[src/rtl/alu_serial_pkg.sv]
// alu_serial_pkg: shared FSM state type, {l,s} operation codes and carry-seed helper.
// Optional feature macro used by the block: ALU_SERIAL_FLAGS_EN (zf/vf flag outputs).
package alu_serial_pkg;

    typedef enum logic [1:0] {IDLE, BUSY, DONE} state_e;

    localparam logic [2:0] OP_AND = 3'b000;
    localparam logic [2:0] OP_OR  = 3'b001;
    localparam logic [2:0] OP_XOR = 3'b010;
    localparam logic [2:0] OP_NOT = 3'b011;
    localparam logic [2:0] OP_ADD = 3'b100;
    localparam logic [2:0] OP_SUB = 3'b101;
    localparam logic [2:0] OP_ADC = 3'b110;
    localparam logic [2:0] OP_INC = 3'b111;

    // Carry seeded into bit 0: SUB and INC add an implicit 1, ADC uses c_in.
    function automatic logic init_carry(input logic [2:0] op, input logic c_in);
        return (op == OP_SUB) || (op == OP_INC) || ((op == OP_ADC) && c_in);
    endfunction

endpackage

[src/rtl/alu_bit_cell.sv]
// alu_bit_cell: combinational 1-bit logic/adder slice of the serial ALU.
// Ports: a, b, cin - operand bits and incoming carry; l, s - mode/operation;
//        r - result bit; cout - carry out (0 in logic mode).
module alu_bit_cell
    import alu_serial_pkg::*;
(
    input  logic       a,
    input  logic       b,
    input  logic       cin,
    input  logic       l,
    input  logic [1:0] s,
    output logic       r,
    output logic       cout
);

    logic [2:0] op;
    logic       bb;
    logic       sum_r;
    logic       sum_c;
    logic       log_r;

    always_comb begin
        op    = {l, s};
        // SUB adds the inverted operand; INC adds nothing but the seeded carry.
        bb    = (op == OP_SUB) ? ~b : (op == OP_INC) ? 1'b0 : b;
        sum_r = a ^ bb ^ cin;
        sum_c = (a & bb) | (cin & (a ^ bb));
        log_r = (s == 2'b00) ? (a & b) : (s == 2'b01) ? (a | b) : (s == 2'b10) ? (a ^ b) : ~a;
        r     = l ? sum_r : log_r;
        cout  = l & sum_c;
    end

endmodule

[src/rtl/alu_serial.sv]
// alu_serial: bit-serial LSB-first ALU, one bit per clock through a single alu_bit_cell.
// Ports: clk, rst_n (async active-low); start/a/b/l/s/c_in request captured in IDLE;
//        busy (BUSY or DONE), done (one-cycle result strobe), y/c_out result registers;
//        zf/vf zero and signed-overflow flags only when ALU_SERIAL_FLAGS_EN is defined.
module alu_serial
    import alu_serial_pkg::*;
#(
    parameter int WIDTH = 8
)
(
    input  logic             clk,
    input  logic             rst_n,
    input  logic             start,
    input  logic [WIDTH-1:0] a,
    input  logic [WIDTH-1:0] b,
    input  logic             l,
    input  logic [1:0]       s,
    input  logic             c_in,
    output logic             busy,
    output logic             done,
    output logic [WIDTH-1:0] y,
    output logic             c_out
`ifdef ALU_SERIAL_FLAGS_EN
    ,
    output logic             zf,
    output logic             vf
`endif
);

    localparam int CW = $clog2(WIDTH);
    localparam logic [CW-1:0] LAST = CW'(WIDTH - 1);

    state_e           state_q, state_d;
    logic [CW-1:0]    cnt_q, cnt_d;
    logic             carry_q, carry_d;
    logic [WIDTH-1:0] a_q, a_d;
    logic [WIDTH-1:0] b_q, b_d;
    logic [WIDTH-1:0] r_q, r_d;
    logic             l_q, l_d;
    logic [1:0]       s_q, s_d;
    logic [WIDTH-1:0] y_q, y_d;
    logic             c_out_q, c_out_d;
`ifdef ALU_SERIAL_FLAGS_EN
    logic             zf_q, zf_d;
    logic             vf_q, vf_d;
`endif
    logic             cell_r;
    logic             cell_cout;
    logic [WIDTH-1:0] res;

    alu_bit_cell u_cell (
        .a    (a_q[0]),
        .b    (b_q[0]),
        .cin  (carry_q),
        .l    (l_q),
        .s    (s_q),
        .r    (cell_r),
        .cout (cell_cout)
    );

    always_comb begin
        state_d = state_q;
        cnt_d   = cnt_q;
        carry_d = carry_q;
        a_d     = a_q;
        b_d     = b_q;
        r_d     = r_q;
        l_d     = l_q;
        s_d     = s_q;
        y_d     = y_q;
        c_out_d = c_out_q;
`ifdef ALU_SERIAL_FLAGS_EN
        zf_d    = zf_q;
        vf_d    = vf_q;
`endif
        // Result bits enter at the MSB so after WIDTH shifts bit 0 sits at the LSB.
        res     = {cell_r, r_q[WIDTH-1:1]};
        case (state_q)
            IDLE: begin
                if (start) begin
                    state_d = BUSY;
                    cnt_d   = '0;
                    a_d     = a;
                    b_d     = b;
                    l_d     = l;
                    s_d     = s;
                    carry_d = init_carry({l, s}, c_in);
                end
            end
            BUSY: begin
                a_d     = a_q >> 1;
                b_d     = b_q >> 1;
                r_d     = res;
                carry_d = cell_cout;
                if (cnt_q == LAST) begin
                    state_d = DONE;
                    cnt_d   = '0;
                    y_d     = res;
                    c_out_d = cell_cout;
`ifdef ALU_SERIAL_FLAGS_EN
                    zf_d    = (res == '0);
                    // Signed overflow: carry into the MSB differs from carry out of it.
                    vf_d    = l_q & (carry_q ^ cell_cout);
`endif
                end else begin
                    cnt_d = cnt_q + CW'(1);
                end
            end
            DONE:    state_d = IDLE;
            default: state_d = IDLE;
        endcase
    end

    always_ff @(posedge clk or negedge rst_n) begin
        if (!rst_n) begin
            state_q <= IDLE;
            cnt_q   <= '0;
            carry_q <= 1'b0;
            a_q     <= '0;
            b_q     <= '0;
            r_q     <= '0;
            l_q     <= 1'b0;
            s_q     <= 2'b00;
            y_q     <= '0;
            c_out_q <= 1'b0;
`ifdef ALU_SERIAL_FLAGS_EN
            zf_q    <= 1'b0;
            vf_q    <= 1'b0;
`endif
        end else begin
            state_q <= state_d;
            cnt_q   <= cnt_d;
            carry_q <= carry_d;
            a_q     <= a_d;
            b_q     <= b_d;
            r_q     <= r_d;
            l_q     <= l_d;
            s_q     <= s_d;
            y_q     <= y_d;
            c_out_q <= c_out_d;
`ifdef ALU_SERIAL_FLAGS_EN
            zf_q    <= zf_d;
            vf_q    <= vf_d;
`endif
        end
    end

    assign busy  = (state_q != IDLE);
    assign done  = (state_q == DONE);
    assign y     = y_q;
    assign c_out = c_out_q;
`ifdef ALU_SERIAL_FLAGS_EN
    assign zf    = zf_q;
    assign vf    = vf_q;
`endif

endmodule

[config.mk]
export PLATFORM = sky130hd
export DESIGN_NAME = alu_serial
export DESIGN_NICKNAME = d
export VERILOG_FILES = /design/src/rtl/alu_serial_pkg.sv /design/src/rtl/alu_bit_cell.sv /design/src/rtl/alu_serial.sv
export SDC_FILE = /design/constraint.sdc
export NUM_CORES = 1
export LEC_CHECK = 0
export ABC_CLOCK_PERIOD_IN_PS = 2000
export BUFFER_PORTS_ARGS = -buffer_cell sky130_fd_sc_hd__clkbuf_2
export CAP_MARGIN = 20
export CORE_UTILIZATION = 54
export CTS_CLUSTER_SIZE = 30
export DETAILED_ROUTE_END_ITERATION = 10
export PLACE_DENSITY = 0.78
export SLEW_MARGIN = 5
export SYNTH_ARGS = -nofsm -noshare
export SYNTH_HDL_FRONTEND = slang
export SYNTH_SLANG_ARGS = --single-unit
export TNS_END_PERCENT = 100
[constraint.sdc]
create_clock -name clk -period 2 [get_ports clk]
set_clock_uncertainty 0.1 [all_clocks]
set_input_delay 0.4 -clock clk [delete_from_list [all_inputs] [get_ports clk]]
set_output_delay 0.4 -clock clk [all_outputs]
set_load 0.005 [all_outputs]
# After elaboration in Yosys (flattened, before gate mapping)
# Cells that the tools add are included.
# W data, S select, Z words.
[classes] addsub=1 n_eq_ne=12 muxes=18 bitwise=11 reduce_logical=11
[ops] operator="$pmux W8 S2" count=2
[ops] operator="$eq A3 B3 Y1 const B" count=6
[ops] operator="$mux W8" count=2
[ops] operator="$reduce_and A2 Y1" count=4
[ops] operator="$mux W1" count=7
[ops] operator="$mux W3" count=2
[ops] operator="$pmux W3 S2" count=1
[ops] operator="$and A1 B1 Y1" count=4
[ops] operator="$eq A2 B1 Y1 const B" count=2
[ops] operator="$eq A2 B2 Y1 const B" count=2
[ops] operator="$logic_not A2 Y1" count=2
[ops] operator="$mux W2" count=2
[ops] operator="$ne A2 B2 Y1 const B" count=2
[ops] operator="$pmux W2 S2" count=1
[ops] operator="$reduce_bool A2 Y1" count=2
[ops] operator="$add A3 B1 Y3 const B" count=1
[ops] operator="$xor A1 B1 Y1" count=3
[ops] operator="$logic_or A1 B1 Y1" count=2
[ops] operator="$not A1 Y1" count=2
[ops] operator="$or A1 B1 Y1" count=2
[ops] operator="$pmux W1 S2" count=1
[ops] operator="$logic_and A1 B1 Y1" count=1
[word_totals] register_bits=42 in_bits=23 out_inout_bits=11 elab_cells=63

# Depth between registers and ports, before layout
[depth] word_depth=8 ltp_mapped=6 ltp_nobuf=6

# By module
# A second synthesis with hierarchy kept.
[unflattened] hier_cells=174 area_unflattened_um2=1911.8
[modules_own_cells] mod="alu_serial" n_inst=1 cells_each=160 area_per_inst_um2=1786.7 seq_area_each_um2=1026.0
[modules_own_cells] mod="alu_bit_cell" n_inst=1 cells_each=14 area_per_inst_um2=125.1 seq_area_each_um2=0.0

# Worst setup path after synthesis
# No wires, ideal clock.
[synth_timing] path_kind="reg-to-reg" from="reg l_q" to="reg r_q[7]" setup_ps=134 arrival_ps=1567 required_time_ps=1766 slack_ps=198 path_stages_with_launch=7 n_path_buf=0 period_less_slack_ps=1802 cell_sequence="dfrtp_1 nand2_1 nor3_1 a21o_1 fa_1 a222oi_1 a21oi_1"
[synth_via] elab_chain_cells=6 word_cells_on_any_way=7 classes_between="eq/ne: 2; mux: 3; bitwise: 2"
[synth_lines] item="start, declared" line="alu_serial.sv:39" rtl="logic l_q, l_d;"
[synth_lines] item="start signal, assigned" line="alu_serial.sv:137" rtl="l_q <= l_d;"
[synth_lines] item="$eq A3 B3 Y1" line="alu_bit_cell.sv:25" rtl="bb = (op == OP_SUB) ? ~b : (op == OP_INC) ? 1'b0 : b;"
[synth_lines] item="$mux W1 (2 in a row)" line="alu_bit_cell.sv:25"
[synth_lines] item="$xor A1 B1 Y1 (2 in a row)" line="alu_bit_cell.sv:26" rtl="sum_r = a ^ bb ^ cin;"
[synth_lines] item="$mux W1 (*)" line="alu_bit_cell.sv:29" rtl="r = l ? sum_r : log_r;"
[synth_lines] item="end signal, assigned" line="alu_serial.sv:136" rtl="r_q <= r_d;"
[synth_lines] item="end, declared" line="alu_serial.sv:38" rtl="logic [WIDTH-1:0] r_q, r_d;"
# Every way passes the cells marked *; elsewhere a longest branch is shown, timed or not.
# A chain may end at the register's enable or synchronous reset.

# Final worst setup path
[layout_timing] from="reg s_q[0]" to="reg y_q[7], in the netlist y[7]"
[layout_via] elab_chain_cells=6 word_cells_on_any_way=13 classes_between="eq/ne: 4; mux: 6; bitwise: 2; reduce/logical: 1"
[layout_lines] item="start, declared" line="alu_serial.sv:40" rtl="logic [1:0] s_q, s_d;"
[layout_lines] item="start signal, assigned" line="alu_serial.sv:123" rtl="s_q <= 2'b00;"
[layout_lines] item="start signal, assigned" line="alu_serial.sv:138" rtl="s_q <= s_d;"
[layout_lines] item="$eq A3 B3 Y1" line="alu_bit_cell.sv:25"
[layout_lines] item="$mux W1 (2 in a row)" line="alu_bit_cell.sv:25"
[layout_lines] item="$xor A1 B1 Y1 (2 in a row)" line="alu_bit_cell.sv:26"
[layout_lines] item="$mux W1 (*)" line="alu_bit_cell.sv:29"
[layout_lines] item="end signal, assigned" line="alu_serial.sv:139" rtl="y_q <= y_d;"
[layout_lines] item="end, declared" line="alu_serial.sv:41" rtl="logic [WIDTH-1:0] y_q, y_d;"
# Marked as above.

==> summary.txt <==
Outcome
  – Status: finished, final reports clean

Place
  – Routability Congestion: 0.747
  – Placed instance area: ~2100 um^2
  – Hpwl dp: 2.52 mm
  – PortBufs: 33

Synth
  – Synth area leader: dfrtp_1
  – Largest cells by area after synthesis: dfrtp_1 54%, nand2_1 8.8%, mux2i_1 6.9%, mux2_4 5.6%, ha_1 2.7%
  – Post-synthesis sequential area ratio: 0.544
  – Synthesized area per cell: between 10 and 15 um^2
  – Post-synth EDFFs: 0
  – Post-synthesis net count: 199
  – Mapped Area: 1890 um^2
  – Async S/R FF share, synth: 1.00
  – Cell with the most instances after synthesis: nand2_1
  – Primary FF master, synth: dfrtp_1
  – Synth unique cells: 28
  – Yosys top cell area share: 0.544
  – Yosys warns: 0
  – Seq cells post-synth: between 40 and 50
  – Mapped Cells: around 170
  – Synth top cells by count: 44 x nand2_1, 41 x dfrtp_1, 13 x mux2i_1

Setup path
  – Reg2Reg Setup Slack: 80 ps
  – Crit path DAT: 2030 ps
  – Critical Path RT: 2110 ps
  – Crit-path max FO: 2
  – CP endpoint kind: flop
  – CP Class: flop to flop
  – R2r startpoint: s_q[0]
  – Reg-to-reg endpoint: y[7]
  – Critical Path Start Type: flop
  – R2R depth: 6

Routing
  – Detail Route Antenna Nets: 0
  – Wire per inst: 13.3 um
  – Via count: approximately 1300
  – DRT iter0 DRCs: 55
  – Post-route DRC: 0
  – DR vias/cell: 5.10
  – Number of iterations in the first detailed-routing pass: 4
  – Wirelength, routed: 3.47 mm

Clock network
  – Clk_lat worst skew: 350 ps
  – Clk sink count: between 40 and 50
  – Max H-tree Level: 2
  – Root buf cell: clkbuf_4
  – Clk buf depth: 2
  – CTS clk-pin slew, worst paths: 110 ps
  – CTS buffer count: 5
  – CTS tree: done

Floorplanning
  – Core area: 3340 um^2
  – Die X: 61.1 um
  – Row cnt: 21
  – Die ar.: 3730 um^2
  – Die height: 61.1 um
  – # IOs: 34
  – Initial Util: 0.565

STA
  – # setup viols final: 0
  – Setup TNS: 0 ps
  – Fin crit share: 0.959
  – Unrepaired setup endpoints after global routing: yes
  – Hold Violations, Final: 0
  – Min Hold Slack: 168 ps
  – Max frequency: 522 MHz
  – Worst slew pin tran: just under 500 ps
  – Slew margin rel.: 0.674
  – Max-slew violations: 0
  – Min Tclk post-route: 1920 ps

GRT
  – Number of global-route vias before repair: 1319
  – GRT overflow: 0
  – Largest net degree at the start of global routing: 29
  – First-pass GRT wire length: approximately 5.5 mm
  – Initial antenna violation count: 0
  – GR Util All Layers: 0.211

Worst hold path
  – Hold Path Stages: 3
  – Hold Crit Start: b[7]
  – Hold EP: b_q[7]
  – Hold WC Path Type: input port to flop

Flow run
  – Max cap viols: 0

Final layout
  – Final Util: 0.669
  – Final Cell Area: 2230 um^2
  – Share of layout cells above drive strength 1: 0.321
  – Layout area overhead: 18.4%
  – Nets: about 240
  – ANT cells: 0

Power
  – Leakage Power: 0.00112 uW
  – Maximum VDD drop: about 0.00081 V
  – PD cells: approximately 1500 nW/um^2
## sequential cells by signal, indices dropped and copies added, names as in the netlist
name	cells
s_q	2
state_q	2
a_q	8
r_q	7
c_out	1
y	8
carry_q	1
cnt_q	3
l_q	1
b_q	8
## logic make-up (layout without fill, tap and decap cells)
family / after synthesis / count (layout) / synth area share
compound gates: 31 / 31 / 0.0922
fa+ha+maj: 5 / 5 / 0.0372
buf+inv: 13 / 57 / 0.0471
flops: 41 / 41 / 0.544
mux: 24 / 24 / 0.149
simple gates: 57 / 57 / 0.131
## worst max path at each step
| stage | from | endpoint | slack (ps) | depth (start not counted) |
|---|---|---|---|---|
| 6_report | s_q[0] | y[7] | 80 | 6 |
| 5_1_grt | s_q[0] | y[7] | -80 | 6 |
| 4_1_cts | b_q[0] | y[7] | 50 | 5 |
| 3_5_place_dp | b_q[0] | y[7] | 50 | 5 |
| 3_3_place_gp | b_q[0] | r_q[7] | 150 | 5 |
| 2_1_floorplan | l_q | r_q[7] | 200 | 6 |
## routing by layer
layer,part of all wire,vias to the layer above,GRT usage
li1,-,657,-
met1,0.45,640,0.258
met2,0.49,27,0.346
met3,0.033,7,0.0567
met4,0.025,0,0.104
met5,0,-,0
## cells in the final DEF, fill, tap and decap left out, types with 5 or more instances in the layout
cell type	netlist	routed
clkbuf_2	0	33
clkbuf_4	0	5
nand2_1	44	43
mux2i_1	13	13
buf_4	3	10
a21oi_1	5	5
o21ai_1	10	10
mux2_4	7	7
o21ai_0	10	10
dfrtp_1	41	41
## critical path, cell delays in order, from the launching register on
cell and delay, ps:
dfrtp_1 380, nand2_2 80, nor3_2 170, a21o_1 120
fa_1 400, a222oi_1 420, a21oi_1 130
## timing repair
item | in CTS | in global routing
hold buffers | 1 | 0
hold endpoints to repair | 13 | 0
setup endpoints to repair | 0 | 2
resized for setup | 0 | 3
buffers inserted | 0 | 3
## layout make-up
cell class / instances / area (um^2)
Tap cell: 46 / 57.6
Sequential cell: 41 / 1030
Multi-Input combinational cell: 117 / 787
Clock buffer: 7 / 55.1
Clock inverter: 1 / 30.0
Timing Repair Buffer: 45 / 262
Fill cell: 275 / 1100
Inverter: 4 / 15.0
## metrics by stage
stage / cells / setup slack [ps] / total power (uW)
6_report: 261 / 82.6 / 3320
5_1_grt: 261 / -81.5 / 3600
3_5_place_dp: 249 / 46.1 / 2740
4_1_cts: 258 / 46.4 / 3290
3_3_place_gp: 249 / 153 / 2630
2_1_floorplan: 171 / 198 / 2360
## power by group
part           internal, uW  switching, uW
logic                   660            679
clock network           299            253
registers              1190            246
total                  2140           1180
Note: power is estimated with default switching activity, not from simulation.
